File: src/rtl/axi_burst_master.sv
// axi_burst_master: single-outstanding AXI3 INCR burst master with a simple command/stream front end.
// Rejects misaligned or 4 KB-crossing commands and reports completion status with a one-cycle done pulse.
module axi_burst_master #(
   parameter logic [11:0] C_ID = 12'h000
) (
   input  logic        M_AXI_ACLK,
   input  logic        M_AXI_ARESET,
   input  logic        i_cmd_valid,
   output logic        o_cmd_ready,
   input  logic        i_cmd_wr,
   input  logic [31:0] i_cmd_addr,
   input  logic [3:0]  i_cmd_len,
   input  logic        i_wvalid,
   output logic        o_wready,
   input  logic [31:0] i_wdata,
   input  logic [3:0]  i_wstrb,
   output logic        o_rvalid,
   input  logic        i_rready,
   output logic [31:0] o_rdata,
   output logic        o_rlast,
   output logic        o_done,
   output logic        o_err,
   output logic [11:0] M_AXI_AWID,
   output logic [31:0] M_AXI_AWADDR,
   output logic [3:0]  M_AXI_AWLEN,
   output logic [1:0]  M_AXI_AWSIZE,
   output logic [1:0]  M_AXI_AWBURST,
   output logic [1:0]  M_AXI_AWLOCK,
   output logic [3:0]  M_AXI_AWCACHE,
   output logic [2:0]  M_AXI_AWPROT,
   output logic [3:0]  M_AXI_AWQOS,
   output logic        M_AXI_AWVALID,
   input  logic        M_AXI_AWREADY,
   output logic [11:0] M_AXI_WID,
   output logic [31:0] M_AXI_WDATA,
   output logic [3:0]  M_AXI_WSTRB,
   output logic        M_AXI_WLAST,
   output logic        M_AXI_WVALID,
   input  logic        M_AXI_WREADY,
   input  logic [11:0] M_AXI_BID,
   input  logic [1:0]  M_AXI_BRESP,
   input  logic        M_AXI_BVALID,
   output logic        M_AXI_BREADY,
   output logic [11:0] M_AXI_ARID,
   output logic [31:0] M_AXI_ARADDR,
   output logic [3:0]  M_AXI_ARLEN,
   output logic [1:0]  M_AXI_ARSIZE,
   output logic [1:0]  M_AXI_ARBURST,
   output logic [1:0]  M_AXI_ARLOCK,
   output logic [3:0]  M_AXI_ARCACHE,
   output logic [2:0]  M_AXI_ARPROT,
   output logic [3:0]  M_AXI_ARQOS,
   output logic        M_AXI_ARVALID,
   input  logic        M_AXI_ARREADY,
   input  logic [11:0] M_AXI_RID,
   input  logic [31:0] M_AXI_RDATA,
   input  logic [1:0]  M_AXI_RRESP,
   input  logic        M_AXI_RLAST,
   input  logic        M_AXI_RVALID,
   output logic        M_AXI_RREADY
);
   typedef enum logic [2:0] {IDLE, WR, WRESP, RD_ADDR, RD_DATA, REJECT} state_t;
   state_t state, nxt;
   logic [31:0] addr;
   logic [3:0]  len, cnt;
   logic [12:0] end_addr;
   logic aw_done, w_done, err;
   logic acc, bad, w_act, rd, aw_hs, w_hs, w_last, r_hs, r_end, r_err, unused;

   assign unused = ^{M_AXI_BID, M_AXI_RID, M_AXI_BRESP[0], M_AXI_RRESP[0]};

   assign o_cmd_ready = state == IDLE && !M_AXI_ARESET;
   assign acc = i_cmd_valid && o_cmd_ready;
   // byte offset within the 4 KB page one past the final beat
   assign end_addr = {1'b0, i_cmd_addr[11:0]} + {7'd0, i_cmd_len, 2'b00} + 13'd4;
   assign bad = i_cmd_addr[1:0] != 2'b00 || end_addr > 13'd4096;

   assign M_AXI_AWID = C_ID;
   assign M_AXI_WID = C_ID;
   assign M_AXI_ARID = C_ID;
   assign {M_AXI_AWADDR, M_AXI_ARADDR} = {addr, addr};
   assign {M_AXI_AWLEN, M_AXI_ARLEN} = {len, len};
   assign {M_AXI_AWSIZE, M_AXI_ARSIZE} = {2'b10, 2'b10};
   assign {M_AXI_AWBURST, M_AXI_ARBURST} = {2'b01, 2'b01};
   assign {M_AXI_AWLOCK, M_AXI_ARLOCK} = 4'b0000;
   assign {M_AXI_AWCACHE, M_AXI_ARCACHE} = {4'b0011, 4'b0011};
   assign {M_AXI_AWPROT, M_AXI_ARPROT} = 6'b000000;
   assign {M_AXI_AWQOS, M_AXI_ARQOS} = 8'h00;

   assign w_act = state == WR && !w_done;
   assign M_AXI_AWVALID = state == WR && !aw_done;
   assign M_AXI_WVALID = w_act && i_wvalid;
   assign o_wready = w_act && M_AXI_WREADY;
   assign M_AXI_WLAST = w_act && cnt == 4'd0;
   assign M_AXI_WDATA = i_wdata;
   assign M_AXI_WSTRB = i_wstrb;
   assign M_AXI_BREADY = state == WRESP;
   assign M_AXI_ARVALID = state == RD_ADDR;

   assign rd = state == RD_DATA;
   assign M_AXI_RREADY = rd && i_rready;
   assign o_rvalid = rd && M_AXI_RVALID;
   assign o_rdata = M_AXI_RDATA;
   assign o_rlast = rd && M_AXI_RLAST;

   assign aw_hs = M_AXI_AWVALID && M_AXI_AWREADY;
   assign w_hs = M_AXI_WVALID && M_AXI_WREADY;
   assign w_last = w_hs && cnt == 4'd0;
   assign r_hs = o_rvalid && i_rready;
   assign r_end = r_hs && (M_AXI_RLAST || cnt == 4'd0);
   // a burst is malformed whenever RLAST disagrees with the beat count
   assign r_err = err || M_AXI_RRESP[1] || (M_AXI_RLAST != (cnt == 4'd0));

   always_ff @(posedge M_AXI_ACLK or posedge M_AXI_ARESET)
      if (M_AXI_ARESET) state <= IDLE;
      else state <= nxt;

   always_comb begin
      nxt = state;
      case (state)
         IDLE:    nxt = !acc ? IDLE : bad ? REJECT : i_cmd_wr ? WR : RD_ADDR;
         WR:      nxt = (aw_done || aw_hs) && (w_done || w_last) ? WRESP : WR;
         WRESP:   nxt = M_AXI_BVALID ? IDLE : WRESP;
         RD_ADDR: nxt = M_AXI_ARREADY ? RD_DATA : RD_ADDR;
         RD_DATA: nxt = r_end ? IDLE : RD_DATA;
         default: nxt = IDLE;
      endcase
   end

   always_ff @(posedge M_AXI_ACLK or posedge M_AXI_ARESET)
      if (M_AXI_ARESET) begin
         addr <= '0;
         len <= '0;
         cnt <= '0;
         aw_done <= 1'b0;
         w_done <= 1'b0;
         err <= 1'b0;
         o_done <= 1'b0;
         o_err <= 1'b0;
      end else begin
         o_done <= 1'b0;
         o_err <= 1'b0;
         if (acc) begin
            addr <= i_cmd_addr;
            len <= i_cmd_len;
            cnt <= i_cmd_len;
            aw_done <= 1'b0;
            w_done <= 1'b0;
            err <= 1'b0;
         end
         if (aw_hs) aw_done <= 1'b1;
         if (w_hs) begin
            if (cnt == 4'd0) w_done <= 1'b1;
            else cnt <= cnt - 4'd1;
         end
         if (r_hs) begin
            cnt <= cnt - 4'd1;
            err <= r_err;
         end
         if (state == WRESP && M_AXI_BVALID) {o_done, o_err} <= {1'b1, M_AXI_BRESP[1]};
         if (r_end) {o_done, o_err} <= {1'b1, r_err};
         if (state == REJECT) {o_done, o_err} <= 2'b11;
      end
endmodule

File: config.mk
export PLATFORM = sky130hd
export DESIGN_NAME = axi_burst_master
export DESIGN_NICKNAME = d
export VERILOG_FILES = /design/src/rtl/axi_burst_master.sv
export SDC_FILE = /design/constraint.sdc
export NUM_CORES = 1
export LEC_CHECK = 0
export CAP_MARGIN = 0
export CORE_AREA = 3 3 141 143
export DETAILED_ROUTE_END_ITERATION = 8
export DIE_AREA = 0 0 144 146
export HOLD_SLACK_MARGIN = 0.03
export PLACE_DENSITY_LB_ADDON = 0.3
export SYNTH_ARGS = -nofsm -noshare
export SYNTH_HDL_FRONTEND = slang
export SYNTH_SLANG_ARGS = --single-unit
File: constraint.sdc
create_clock -name M_AXI_ACLK -period 3.11 [get_ports M_AXI_ACLK]
set_clock_uncertainty 0.1 [all_clocks]
set_input_delay 0.311 -clock M_AXI_ACLK [delete_from_list [all_inputs] [get_ports M_AXI_ACLK]]
set_output_delay 0.311 -clock M_AXI_ACLK [all_outputs]
set_load 0.01 [all_outputs]
* Word-level counts from Yosys, hierarchy flattened
Cells that the tools add are included.
** Cells by class
- Add/sub/neg operators :: 3
- Order comparisons :: 1
- Equal/unequal tests :: 6
- Reductions and logical operators :: 31
- Multiplexer cells :: 24
** Operator list (number)
- $logic_and 1x1->1 :: 17
- $mux 4 :: 4
- $pmux 3 s5 :: 1
- $add 12x6->13 :: 1
- $add 13x3->13 const B :: 1
- $gt 13x13->1 const B :: 1
- $mux 1 :: 12
- $mux 3 :: 4
- $eq 3x2->1 const B :: 2
- $eq 3x3->1 const B :: 2
- $logic_or 1x1->1 :: 6
- $mux 2 :: 3
- $reduce_bool 2->1 :: 3
- $logic_not 4->1 :: 1
- $sub 4x1->4 const B :: 1
- $eq 3x1->1 const B :: 1
- $logic_not 1->1 :: 3
- $logic_not 3->1 :: 1
- $ne 1x1->1 :: 1
** Word-level totals
- Input port bits :: 144
- Register bits after elaboration :: 48
- Output and inout port bits :: 222
- Logic and storage cells :: 74

* Depth between registers and ports, before layout
Gate-level depths: netlist of run 1.
- Depth after elaboration :: 9
- Depth in mapped cells :: 10
- Depth with buffers taken out :: 10

* Least setup slack after synthesis of run 1
No wires, ideal clock.
- Kind :: register to register
- Start :: register cnt[0]
- End :: register cnt[2]
- Buffers on the path :: 2
- Cell stages (with the launch flop) :: 9
- Setup time :: 123 ps
- Clock period less this slack :: 2161 ps
- Slack :: 949 ps
- Data required time :: 2887 ps
- Data arrival time :: 1938 ps
- Cells stage by stage :: dfrtp_1 inv_1 ha_1 or3b_1 buf_2 a32o_1 buf_6 mux2_4 o221a_1
** Between the ends
- Longest elaborated chain between the ends :: 4
- Elaborated cells on any way between the ends :: 5
- Classes of those cells :: add/sub (1); mux (3); reduce/logical (1)
** RTL lines
- start: declaration :: line 65 : logic [3:0] len, cnt;
- start signal: assignment :: line 146 : cnt <= i_cmd_len;
- start signal: assignment :: line 154 : else cnt <= cnt - 4'd1;
- start signal: assignment :: line 157 : cnt <= cnt - 4'd1;
- $sub 4x1->4 / $logic_not 4->1 (equally long branches) :: line 154, 157, 153
- $mux 4 :: line 153 : if (cnt == 4'd0) w_done <= 1'b1;
- $mux 4 :: line 152 : if (w_hs) begin
- $mux 4 * :: line 156 : if (r_hs) begin
Mark *: on every way between the ends. The rest lies on a longest branch, timed or not.
A chain may end at the register's enable or synchronous reset.

* Worst setup path after layout of run 1
- Start :: register cnt[0]
- End :: output M_AXI_WLAST
** Between the ends
- Longest elaborated chain between the ends :: 2
** RTL lines
- $logic_not 4->1 :: line 94 : assign M_AXI_WLAST = w_act && cnt == 4'd0;
- $logic_and 1x1->1 :: line 94
- end: declaration :: line 37 : output logic M_AXI_WLAST,
Every way passes these cells.

==> results.py, run 1 <==
metrics = {
    "synth": {
        "synth-seq-area-share_pct": 32.4,
        "synth_top_cells_by_area": "sky130_fd_sc_hd__buf_4 (35%), sky130_fd_sc_hd__dfrtp_1 (32%), sky130_fd_sc_hd__nand2_1 (11%)",
        "postSynthCellCount": 446,
        "ys_dominant_reg_cell": "sky130_fd_sc_hd__dfrtp_1",
        "synth.cell_area_um2": 3710,
        "netlist.area_leader.share_pct": 35.4,
        "yosysTopAreaCell": "sky130_fd_sc_hd__buf_4",
        "yosys_warnings": 0,
        "synth_area_per_cell_um2": 8.31,
        "post_synth_num_cell_types": 43,
        "synth_edf_count": 0,
        "flip_flop_and_latch_count_after_synthesis": 48,
        "synth-async-reset-ratio_pct": 100,
    },
    "drt": {
        "drt_total_wl_um": 10200,
        "drt-wirelength-per-cell_um": 14.3,
        "via_to_cell_ratio": 3.66,
        "remaining_drc_errors": 0,
        "antenna_violating_nets_post_route": 0,
        "detailedRoute.firstPassIterationCount": 5,
        "dr.first_iter.drc_count": 64,
        "num_vias": 2592,
    },
    "timing": {
        "final.period_utilization_pct": 85.5,
        "fin_worst_hold_slack_ns": 0.393,
        "max_clock_freq_mhz": 376,
        "worstMarginPinSlew_ns": 0.627,
        "total_neg_setup_slack_ns": 0,
        "final_period_minus_worst_setup_slack_ns": 2.66,
        "setup_violations": 0,
        "worst_slack_ns": 0.450,
        "final_hold_viol_count": 0,
        "final_max_slew_viol_count": 0,
        "slew-limit-headroom_pct": 57.6,
        "rsz0062_at_grt": "no",
    },
    "global_route": {
        "number_of_antenna_violations_at_the_first_check_in_global_routing": 0,
        "grt_first_pass_wirelength_um": 15100,
        "grt_remaining_overflow": 0,
        "grt.total_usage_pct": 9.37,
        "grt_start_max_net_pins": 32,
        "via_count_of_the_first_global_routing_pass": 2577,
    },
    "final_layout": {
        "layout_nets": 629,
        "diodes": 0,
        "postLayoutCoreUtil_pct": 23.8,
        "area.growth.synth_to_final_pct": 20.1,
        "fillCellCount": 2026,
        "layout-drive-gt1-share_pct": 5.26,
    },
    "die": {
        "placement_rows": 50,
        "io_pins": 366,
        "die-width_um": 144,
        "die_h_um": 146,
        "fp.dieArea_um2": 21000,
        "core_area_um2": 18700,
        "effective_utilization_at_floorplan_pct": 19.8,
    },
    "clock_tree": {
        "cts_hold_repair.buffers": 0,
        "clock_tree.buffer_depth": 2,
        "cts_tree": "built",
        "cts_sinks": 48,
        "cts_setup_buffers": 0,
        "h-tree-depth": 2,
        "path_clk_slew_ns": 0.07,
        "cts_root_buffer": "sky130_fd_sc_hd__clkbuf_16",
        "cts_buffers": 5,
        "post_cts_resize_count": 0,
        "clkLatencyLatePin_ns": 0.30,
    },
    "setup_path": {
        "crit-reg2reg-launch": "state[1]$_DFF_PP0_",
        "setup.worst_path.end": "M_AXI_WLAST",
        "crit_path_end_kind": "output port",
        "worstPathRequired_ns": 2.70,
        "timing.setup.critical_path_class": "reg -> out",
        "timing.critical_path.fanout_max": 5,
        "ff2ff_setup_slack_ns": 0.69,
        "r2r.worst_path.cells": 4,
        "startpoint": "cnt[0]$_DFF_PP0_",
        "critical_path.reg2reg.endpoint": "cnt[2]$_DFF_PP0_",
        "crit_arrival_ns": 2.25,
        "timing.critical_path.from_type": "flip-flop",
    },
    "pwr": {
        "power.leakage_uw": 0.00208,
        "power.density_cell_area_nw_per_um2": 839,
        "overall_power_uw": 3730,
        "worst_ir_drop_vdd_uv": 197,
    },
    "job": {
        "maxCapViolations": 0,
    },
    "worst_hold_path": {
        "min-delay-path-class": "in -> async",
    },
    "placed_design": {
        "detailedPlace.worstSlack_ns": 0.323,
        "detailedPlacementHpwl_um": 8130,
        "gp_congestion": 0.798,
        "io_buffer_count": 133,
    },
    "status": {
        "run_status": "completed",
    },
}
-- routing by layer --
metal / part of all wire (%) / vias up / track usage [%] / wire (um)
li1: - / 1218 / - / -
met1: 39 / 1181 / 10.3 / 3960
met2: 47 / 162 / 15.5 / 4780
met3: 9.9 / 31 / 3.78 / 1010
met4: 4.1 / 0 / 4.57 / 416
met5: 0 / - / 0 / 0
-- critical path, stage by stage, from the launching register on --
cell and delay (ns):
sky130_fd_sc_hd__dfrtp_1 0.42, sky130_fd_sc_hd__inv_1 0.07, sky130_fd_sc_hd__ha_1 0.18, sky130_fd_sc_hd__or3b_1 0.49, sky130_fd_sc_hd__nor3_1 0.20, sky130_fd_sc_hd__clkdlybuf4s50_1 0.61
-- registers in the layout, summed over array words and instances (netlist names) --
signal,flops
M_AXI_ARADDR,32
M_AXI_ARLEN,4
aw_done,1
cnt,4
err,1
o_done,1
o_err,1
state,3
w_done,1
-- power by group --
part / leakage (uW) / internal (uW) / switching, uW / total (uW)
clock: 0.0000901 / 424 / 254 / 679
sequential: 0.000598 / 907 / 248 / 1160
combinational: 0.00139 / 1070 / 824 / 1900
total: 0.00208 / 2410 / 1330 / 3730
-- layout make-up --
type | count | area, um^2 | area share, %
Timing Repair Buffer | 140 | 1380 | 31.1
Multi-Input combinational cell | 268 | 1350 | 30.3
Sequential cell | 48 | 1200 | 27.0
Tap cell | 234 | 293 | 6.58
Clock buffer | 7 | 153 | 3.43
Inverter | 11 | 41.3 | 0.928
Clock inverter | 1 | 30.0 | 0.675
-- cells by family (layout without fill, tap and decap cells) --
| logic type | Yosys count | count (layout) | share of synthesized area, % |
|---|---|---|---|
| buf+inv | 198 | 159 | 38.2 |
| simple gates | 154 | 154 | 18.4 |
| flops | 48 | 48 | 32.4 |
| compound gates | 29 | 29 | 5.54 |
| fa+ha+maj | 11 | 11 | 3.92 |
| mux | 4 | 4 | 1.35 |
| other cells | 2 | 70 | 0.203 |
-- cells in the mapped netlist, drive strengths merged, types with 2 or more instances --
| cell | number |
|---|---|
| buf | 183 |
| nand2 | 111 |
| dfrtp | 48 |
| inv | 11 |
| ha | 10 |
| nor2 | 10 |
| o21ai | 7 |
| a21oi | 6 |
| and2 | 6 |
| clkbuf | 4 |
| nand3 | 4 |
| nor3 | 4 |
| nand2b | 3 |
| nand3b | 3 |
| o211ai | 3 |
| a31oi | 2 |
| and3 | 2 |
| conb | 2 |
| mux2 | 2 |
| mux2i | 2 |
| nor2b | 2 |
| nor3b | 2 |
| o221a | 2 |
-- cell usage in the layout, fill, tap and decap left out, drive strengths merged, types with 4 or more instances in the layout --
cell,instances
buf,7
and2,6
ha,10
nand2,111
nand3,4
inv,11
clkbuf,7
nor3,4
dfrtp,48
nor2,10
clkdlybuf4s50,133
a21oi,6
o21ai,7
conb,70
-- how the worst min path moves through the flow --
stage	start	end	slack (ns)	cells past startpoint
after floorplan	i_cmd_addr[0]	M_AXI_ARADDR[0]$_DFFE_PP0P_	0.32	2
after detailed placement	err$_DFFE_PP0P_	err$_DFFE_PP0P_	0.38	2
final	M_AXI_ARESET	o_done$_DFF_PP0_	0.39	2
after global placement	err$_DFFE_PP0P_	err$_DFFE_PP0P_	0.38	2
after CTS	err$_DFFE_PP0P_	err$_DFFE_PP0P_	0.40	2
after global routing	M_AXI_ARADDR[12]$_DFFE_PP0P_	M_AXI_ARADDR[12]$_DFFE_PP0P_	0.43	2
-- per-stage QoR --
step | area (um^2) | instances
6_report | 4450 | 709
4_1_cts | 4450 | 709
3_5_place_dp | 4270 | 701
5_1_grt | 4450 | 709
3_3_place_gp | 4270 | 701
2_1_floorplan | 3960 | 514
(Power assumes the default switching activity.)
==> run 2: changes to the inputs <==
- PLACE_DENSITY: default -> 0.61
- PLACE_DENSITY_LB_ADDON: 0.3 -> default
==> results.py, run 2 (same netlist as run 1, synthesis figures left out) <==
metrics = {
    "status": {
        "run_status": "completed",
    },
    "timing": {
        "rsz0062_at_grt": "no",
        "worstMarginPinSlew_ns": 0.638,
        "final.period_utilization_pct": 84.5,
        "final_period_minus_worst_setup_slack_ns": 2.63,
        "final_hold_viol_count": 0,
        "max_clock_freq_mhz": 380,
        "setup_violations": 0,
        "final_max_slew_viol_count": 0,
        "total_neg_setup_slack_ns": 0,
        "slew-limit-headroom_pct": 57.4,
        "worst_slack_ns": 0.481,
    },
    "pwr": {
        "pwr-share-clk_pct": 16.0,
        "comb_power_share_pct": 52.3,
        "flop_pwr_share_pct": 31.7,
        "power.leakage_uw": 0.00207,
        "power_report.internal_total_uw": 2320,
        "swShare_pct": 36.5,
        "worst_ir_drop_vdd_uv": 251,
        "power.density_cell_area_nw_per_um2": 822,
        "power_switching_uw": 1330,
    },
    "setup_path": {
        "max_stage_delay_ns": 0.58,
        "timing.critical_path.fanout_max": 5,
        "timing.critical_path.from_type": "flip-flop",
        "crit_path_end_kind": "output port",
        "timing.setup.critical_path_class": "reg -> out",
        "worstPathRequired_ns": 2.70,
        "cells_along_the_critical_path": "inv_1, ha_1, or3b_1, nor3_1, clkdlybuf4s50_1",
        "timing.critical_path.slowest_stage_cell": "sky130_fd_sc_hd__clkdlybuf4s50_1",
        "crit_arrival_ns": 2.22,
    },
    "global_route": {
        "number_of_antenna_violations_at_the_first_check_in_global_routing": 1,
        "grt.total_usage_pct": 9.06,
        "grt_first_pass_wirelength_um": 14200,
        "grt_start_max_net_pins": 37,
        "grt_remaining_overflow": 0,
        "via_count_of_the_first_global_routing_pass": 2332,
    },
    "worst_hold_path": {
        "min-delay-path-class": "in -> async",
    },
    "placed_design": {
        "gp_congestion": 0.741,
        "detailedPlacementHpwl_um": 8020,
        "detailedPlace.worstSlack_ns": 0.306,
        "postPlaceCellArea_um2": 4280,
        "io_buffer_count": 133,
    },
    "final_layout": {
        "diodes": 0,
        "postLayoutCoreUtil_pct": 23.7,
        "area.growth.synth_to_final_pct": 19.6,
        "layout_nets": 628,
        "most_common_cell_after_layout_fill_and_taps_aside": "sky130_fd_sc_hd__clkdlybuf4s50_1",
        "most_frequent_cells_in_the_layout": "sky130_fd_sc_hd__clkdlybuf4s50_1 (133), sky130_fd_sc_hd__nand2_1 (110), sky130_fd_sc_hd__conb_1 (70), sky130_fd_sc_hd__dfrtp_1 (48)",
        "largest_register_ff_count": 32,
        "design_area_um2": 4430,
        "layout-drive-gt1-share_pct": 4.85,
    },
    "drt": {
        "routed.top_layer": "met5",
        "detailroute.wirelength.met3_um": 994,
        "detail_route.wirelength.met1_um": 4080,
        "met2_length_um": 4610,
        "num_vias": 2580,
        "antenna_violating_nets_post_route": 0,
        "drt-wirelength-per-cell_um": 14.3,
        "detailedRoute.firstPassIterationCount": 4,
        "via_to_cell_ratio": 3.64,
        "dr.first_iter.drc_count": 66,
        "drt_total_wl_um": 10100,
        "remaining_drc_errors": 0,
    },
    "clock_tree": {
        "cts_root_buffer": "sky130_fd_sc_hd__clkbuf_16",
        "cts_setup_buffers": 0,
        "cts_sinks": 48,
        "clock_tree.buffer_depth": 2,
        "h-tree-depth": 2,
        "cts_tree": "built",
        "cts_hold_repair.buffers": 0,
        "path_clk_slew_ns": 0.08,
        "post_cts_resize_count": 0,
        "cts_buffers": 5,
        "clkLatencyLatePin_ns": 0.30,
    },
    "die": {
        "core_area_um2": 18700,
        "placement_rows": 50,
        "die-width_um": 144,
        "effective_utilization_at_floorplan_pct": 19.8,
        "die_h_um": 146,
        "fp.dieArea_um2": 21000,
        "io_pins": 366,
    },
    "job": {
        "maxCapViolations": 0,
    },
}
## run 2: changes by cell type in the layout (fill, tap and decap cells not counted), sizes merged
cell / delta
buf: -1
bufinv: -1
clkinvlp: +1
## run 2: per-layer routing
layer  vias to the layer above  GRT usage (%)
li1                       1217              -
met4                         2           4.61
met5                         -              0
met1                      1171           10.9
met2                       147           13.9
met3                        43           3.58
## run 2: path summary, 6_finish.rpt
check	start	end	slack (ns)	cells after the start
max	cnt[0]$_DFF_PP0_	M_AXI_WLAST	0.48	5
min	M_AXI_ARESET	o_err$_DFF_PP0_	0.37	2
max reg2reg	cnt[0]$_DFF_PP0_	cnt[2]$_DFF_PP0_	0.83	6
min reg2reg	err$_DFFE_PP0P_	err$_DFFE_PP0P_	0.39	2
max in group asynchronous	M_AXI_ARESET	M_AXI_ARADDR[25]$_DFFE_PP0P_	1.97	3
min in group M_AXI_ACLK	err$_DFFE_PP0P_	err$_DFFE_PP0P_	0.39	2
## run 2: cell type report
class | instances | area (um^2)
Timing Repair Buffer | 139 | 1400
Clock buffer | 7 | 143
Inverter | 11 | 41.3
Fill cell | 2056 | 14300
Multi-Input combinational cell | 268 | 1350
Clock inverter | 1 | 7.51
Tap cell | 234 | 293
Sequential cell | 48 | 1200
## run 2: critical path, delay by kind of cell (launching register included)
family                   cells  cell delay, ns
adder cells (fa/ha/maj)      1            0.17
flip-flops                   1            0.41
AND/OR/NAND/NOR              2            0.68
buffers and inverters        2            0.65
## run 2: stage by stage
stage                     hold slack, ns  cells  power, uW
after CTS                          0.384    708       3720
after global routing               0.412    708       3930
after global placement             0.370    700       3090
after detailed placement           0.376    700       3110
final                              0.366    708       3640
after floorplan                    0.316    514       2340
## run 2: power by group through the flow
| stage | combinational [uW] | sequential (uW) | clock, uW |
|---|---|---|---|
| floorplan | 1130 | 1210 | 0 |
| global placement | 1920 | 1170 | 0 |
| detailed placement | 1940 | 1170 | 0 |
| CTS | 1940 | 1170 | 611 |
| global route | 2090 | 1200 | 637 |
| finish | 1910 | 1150 | 584 |
==> run 3: changes to the inputs <==
- CORE_AREA: 3 3 141 143 -> 3 3 140 142
- DIE_AREA: 0 0 144 146 -> 0 0 143 145
- PLACE_DENSITY: 0.61 -> 0.64
- clock period: 3.11 -> 2.29 ns (I/O delays scaled with it)
==> results.py, run 3 (same netlist as run 1, synthesis figures left out) <==
metrics = {
    "status": {
        "run_status": "completed",
    },
    "setup_path": {
        "crit_path_end_kind": "flip-flop",
        "timing.critical_path.from_type": "primary input",
        "timing.setup.critical_path_class": "in -> reg",
        "timing.critical_path.slowest_stage_cell": "sky130_fd_sc_hd__fa_1",
        "timing.critical_path.fanout_max": 2,
        "max_stage_delay_ns": 0.49,
        "crit_arrival_ns": 2.28,
        "worstPathRequired_ns": 2.38,
        "cells_along_the_critical_path": "dlygate4sd2_1, ha_4, ha_2, inv_1, fa_1, and4b_1, o2111a_1, o211ai_1, a31o_2",
    },
    "clock_tree": {
        "cts_sinks": 48,
        "cts_tree": "built",
        "clkLatencyLatePin_ns": 0.30,
        "clock_tree.buffer_depth": 2,
        "h-tree-depth": 2,
        "cts_root_buffer": "sky130_fd_sc_hd__clkbuf_16",
        "cts_buffers": 5,
        "path_clk_slew_ns": 0.07,
        "cts_hold_repair.buffers": 0,
    },
    "worst_hold_path": {
        "min-delay-path-class": "in -> reg",
    },
    "drt": {
        "remaining_drc_errors": 0,
        "antenna_violating_nets_post_route": 0,
        "drt-wirelength-per-cell_um": 13.8,
        "detailedRoute.firstPassIterationCount": 4,
        "via_to_cell_ratio": 3.70,
        "num_vias": 2698,
        "drt_total_wl_um": 10100,
        "dr.first_iter.drc_count": 65,
    },
    "placed_design": {
        "io_buffer_count": 133,
        "gp_congestion": 0.767,
        "dp.cells": 721,
        "detailedPlacementHpwl_um": 7960,
    },
    "final_layout": {
        "largest_register_ff_count": 32,
        "postLayoutCoreUtil_pct": 25.1,
        "fillCellCount": 2038,
        "area.growth.synth_to_final_pct": 25.7,
        "final_cell_count_no_fill": 730,
        "most_frequent_cells_in_the_layout": "sky130_fd_sc_hd__clkdlybuf4s50_1 (126), sky130_fd_sc_hd__nand2_1 (110), sky130_fd_sc_hd__conb_1 (70), sky130_fd_sc_hd__dfrtp_1 (48), sky130_fd_sc_hd__buf_4 (26)",
        "layout-drive-gt1-share_pct": 11.3,
        "most_common_cell_after_layout_fill_and_taps_aside": "sky130_fd_sc_hd__clkdlybuf4s50_1",
        "layout_nets": 651,
        "diodes": 0,
    },
    "global_route": {
        "grt.met2_usage_pct": 15.1,
        "grt.total_usage_pct": 9.21,
        "grt_most_used_layer": "met2",
        "grt.met1_usage_pct": 10.5,
        "grt_start_max_net_pins": 33,
        "via_count_of_the_first_global_routing_pass": 2551,
        "grt_remaining_overflow": 0,
        "number_of_antenna_violations_at_the_first_check_in_global_routing": 1,
        "grt_first_pass_wirelength_um": 14600,
        "global_route.usage.met3_pct": 3.39,
    },
    "timing": {
        "worstMarginPinSlew_ns": 0.508,
        "slew-limit-headroom_pct": 66.1,
        "rsz0062_at_grt": "no",
        "final_max_slew_viol_count": 0,
        "fin_worst_hold_slack_ns": 0.134,
        "setup_violations": 0,
        "final_period_minus_worst_setup_slack_ns": 2.20,
        "final.period_utilization_pct": 95.9,
        "total_neg_setup_slack_ns": 0,
        "final_hold_viol_count": 0,
        "max_clock_freq_mhz": 455,
    },
    "pwr": {
        "power.density_cell_area_nw_per_um2": 1080,
        "worst_ir_drop_vdd_uv": 262,
        "power.leakage_uw": 0.00222,
    },
    "die": {
        "core_area_um2": 18600,
        "die-width_um": 143,
        "io_pins": 366,
        "effective_utilization_at_floorplan_pct": 19.9,
        "die_h_um": 145,
        "placement_rows": 50,
        "fp.dieArea_um2": 20700,
    },
    "job": {
        "maxCapViolations": 0,
    },
}
==> run 3: layout make-up <==
cell class              instances  area [um^2]  area share, %
repair buffers                162         1590           34.1
multi-input cells             268         1400           30.0
flip-flops and latches         48         1200           25.8
well taps                     234          293           6.29
clock buffers                   6          129           2.77
inverters                      11         41.3          0.887
clock inverters                 1         5.00          0.107
==> run 3: through the flow <==
| stage | setup WS (ns) | area, um^2 | total power (uW) |
|---|---|---|---|
| after floorplan | 0.129 | 3960 | 3180 |
| after global placement | -0.457 | 4450 | 4290 |
| after detailed placement | -0.468 | 4450 | 4330 |
| after CTS | 0.000988 | 4620 | 5130 |
| after global routing | 0.000962 | 4660 | 5430 |
| final | 0.0943 | 4660 | 5050 |
==> run 3: report_power, final <==
part	switching (uW)	total (uW)	internal [uW]
clock network	345	744	399
logic	1180	2770	1590
registers	306	1540	1230
total	1830	5050	3220
==> run 3: layer usage <==
layer  part of all wire, %  up-vias
met1                    39     1243
met5                 0.069        -
met2                    48      149
met4                   3.8        2
li1                      -     1264
met3                   9.2       40
==> run 3: worst paths after layout <==
| check | cells past startpoint | start | slack [ns] | end |
|---|---|---|---|---|
| max | 9 | i_cmd_len[1] | 0.09 | state[2]$_DFF_PP0_ |
| min | 3 | i_cmd_addr[4] | 0.13 | M_AXI_ARADDR[4]$_DFFE_PP0P_ |
| max reg2reg | 7 | cnt[1]$_DFF_PP0_ | 0.13 | cnt[2]$_DFF_PP0_ |
| min in group asynchronous | 2 | M_AXI_ARESET | 0.23 | M_AXI_ARADDR[5]$_DFFE_PP0P_ |
| min reg2reg | 2 | M_AXI_ARADDR[18]$_DFFE_PP0P_ | 0.40 | M_AXI_ARADDR[18]$_DFFE_PP0P_ |
| max in group asynchronous | 3 | M_AXI_ARESET | 1.32 | M_AXI_ARADDR[22]$_DFFE_PP0P_ |
==> run 3: timing repair <==
action                                  4_1_cts  5_1_grt
pin swaps                                     2        3
endpoints found under the setup margin        2        7
setup buffers                                 1        1
resized for setup                            10        8
==> run 3: critical path: cells and delay by family <==
family / cells / cell delay [ns]
AOI/OAI and AO/OA: 3 / 0.55
adders and majority gates: 3 / 0.96
and+or+nand+nor: 1 / 0.20
buffers and inverters: 2 / 0.34
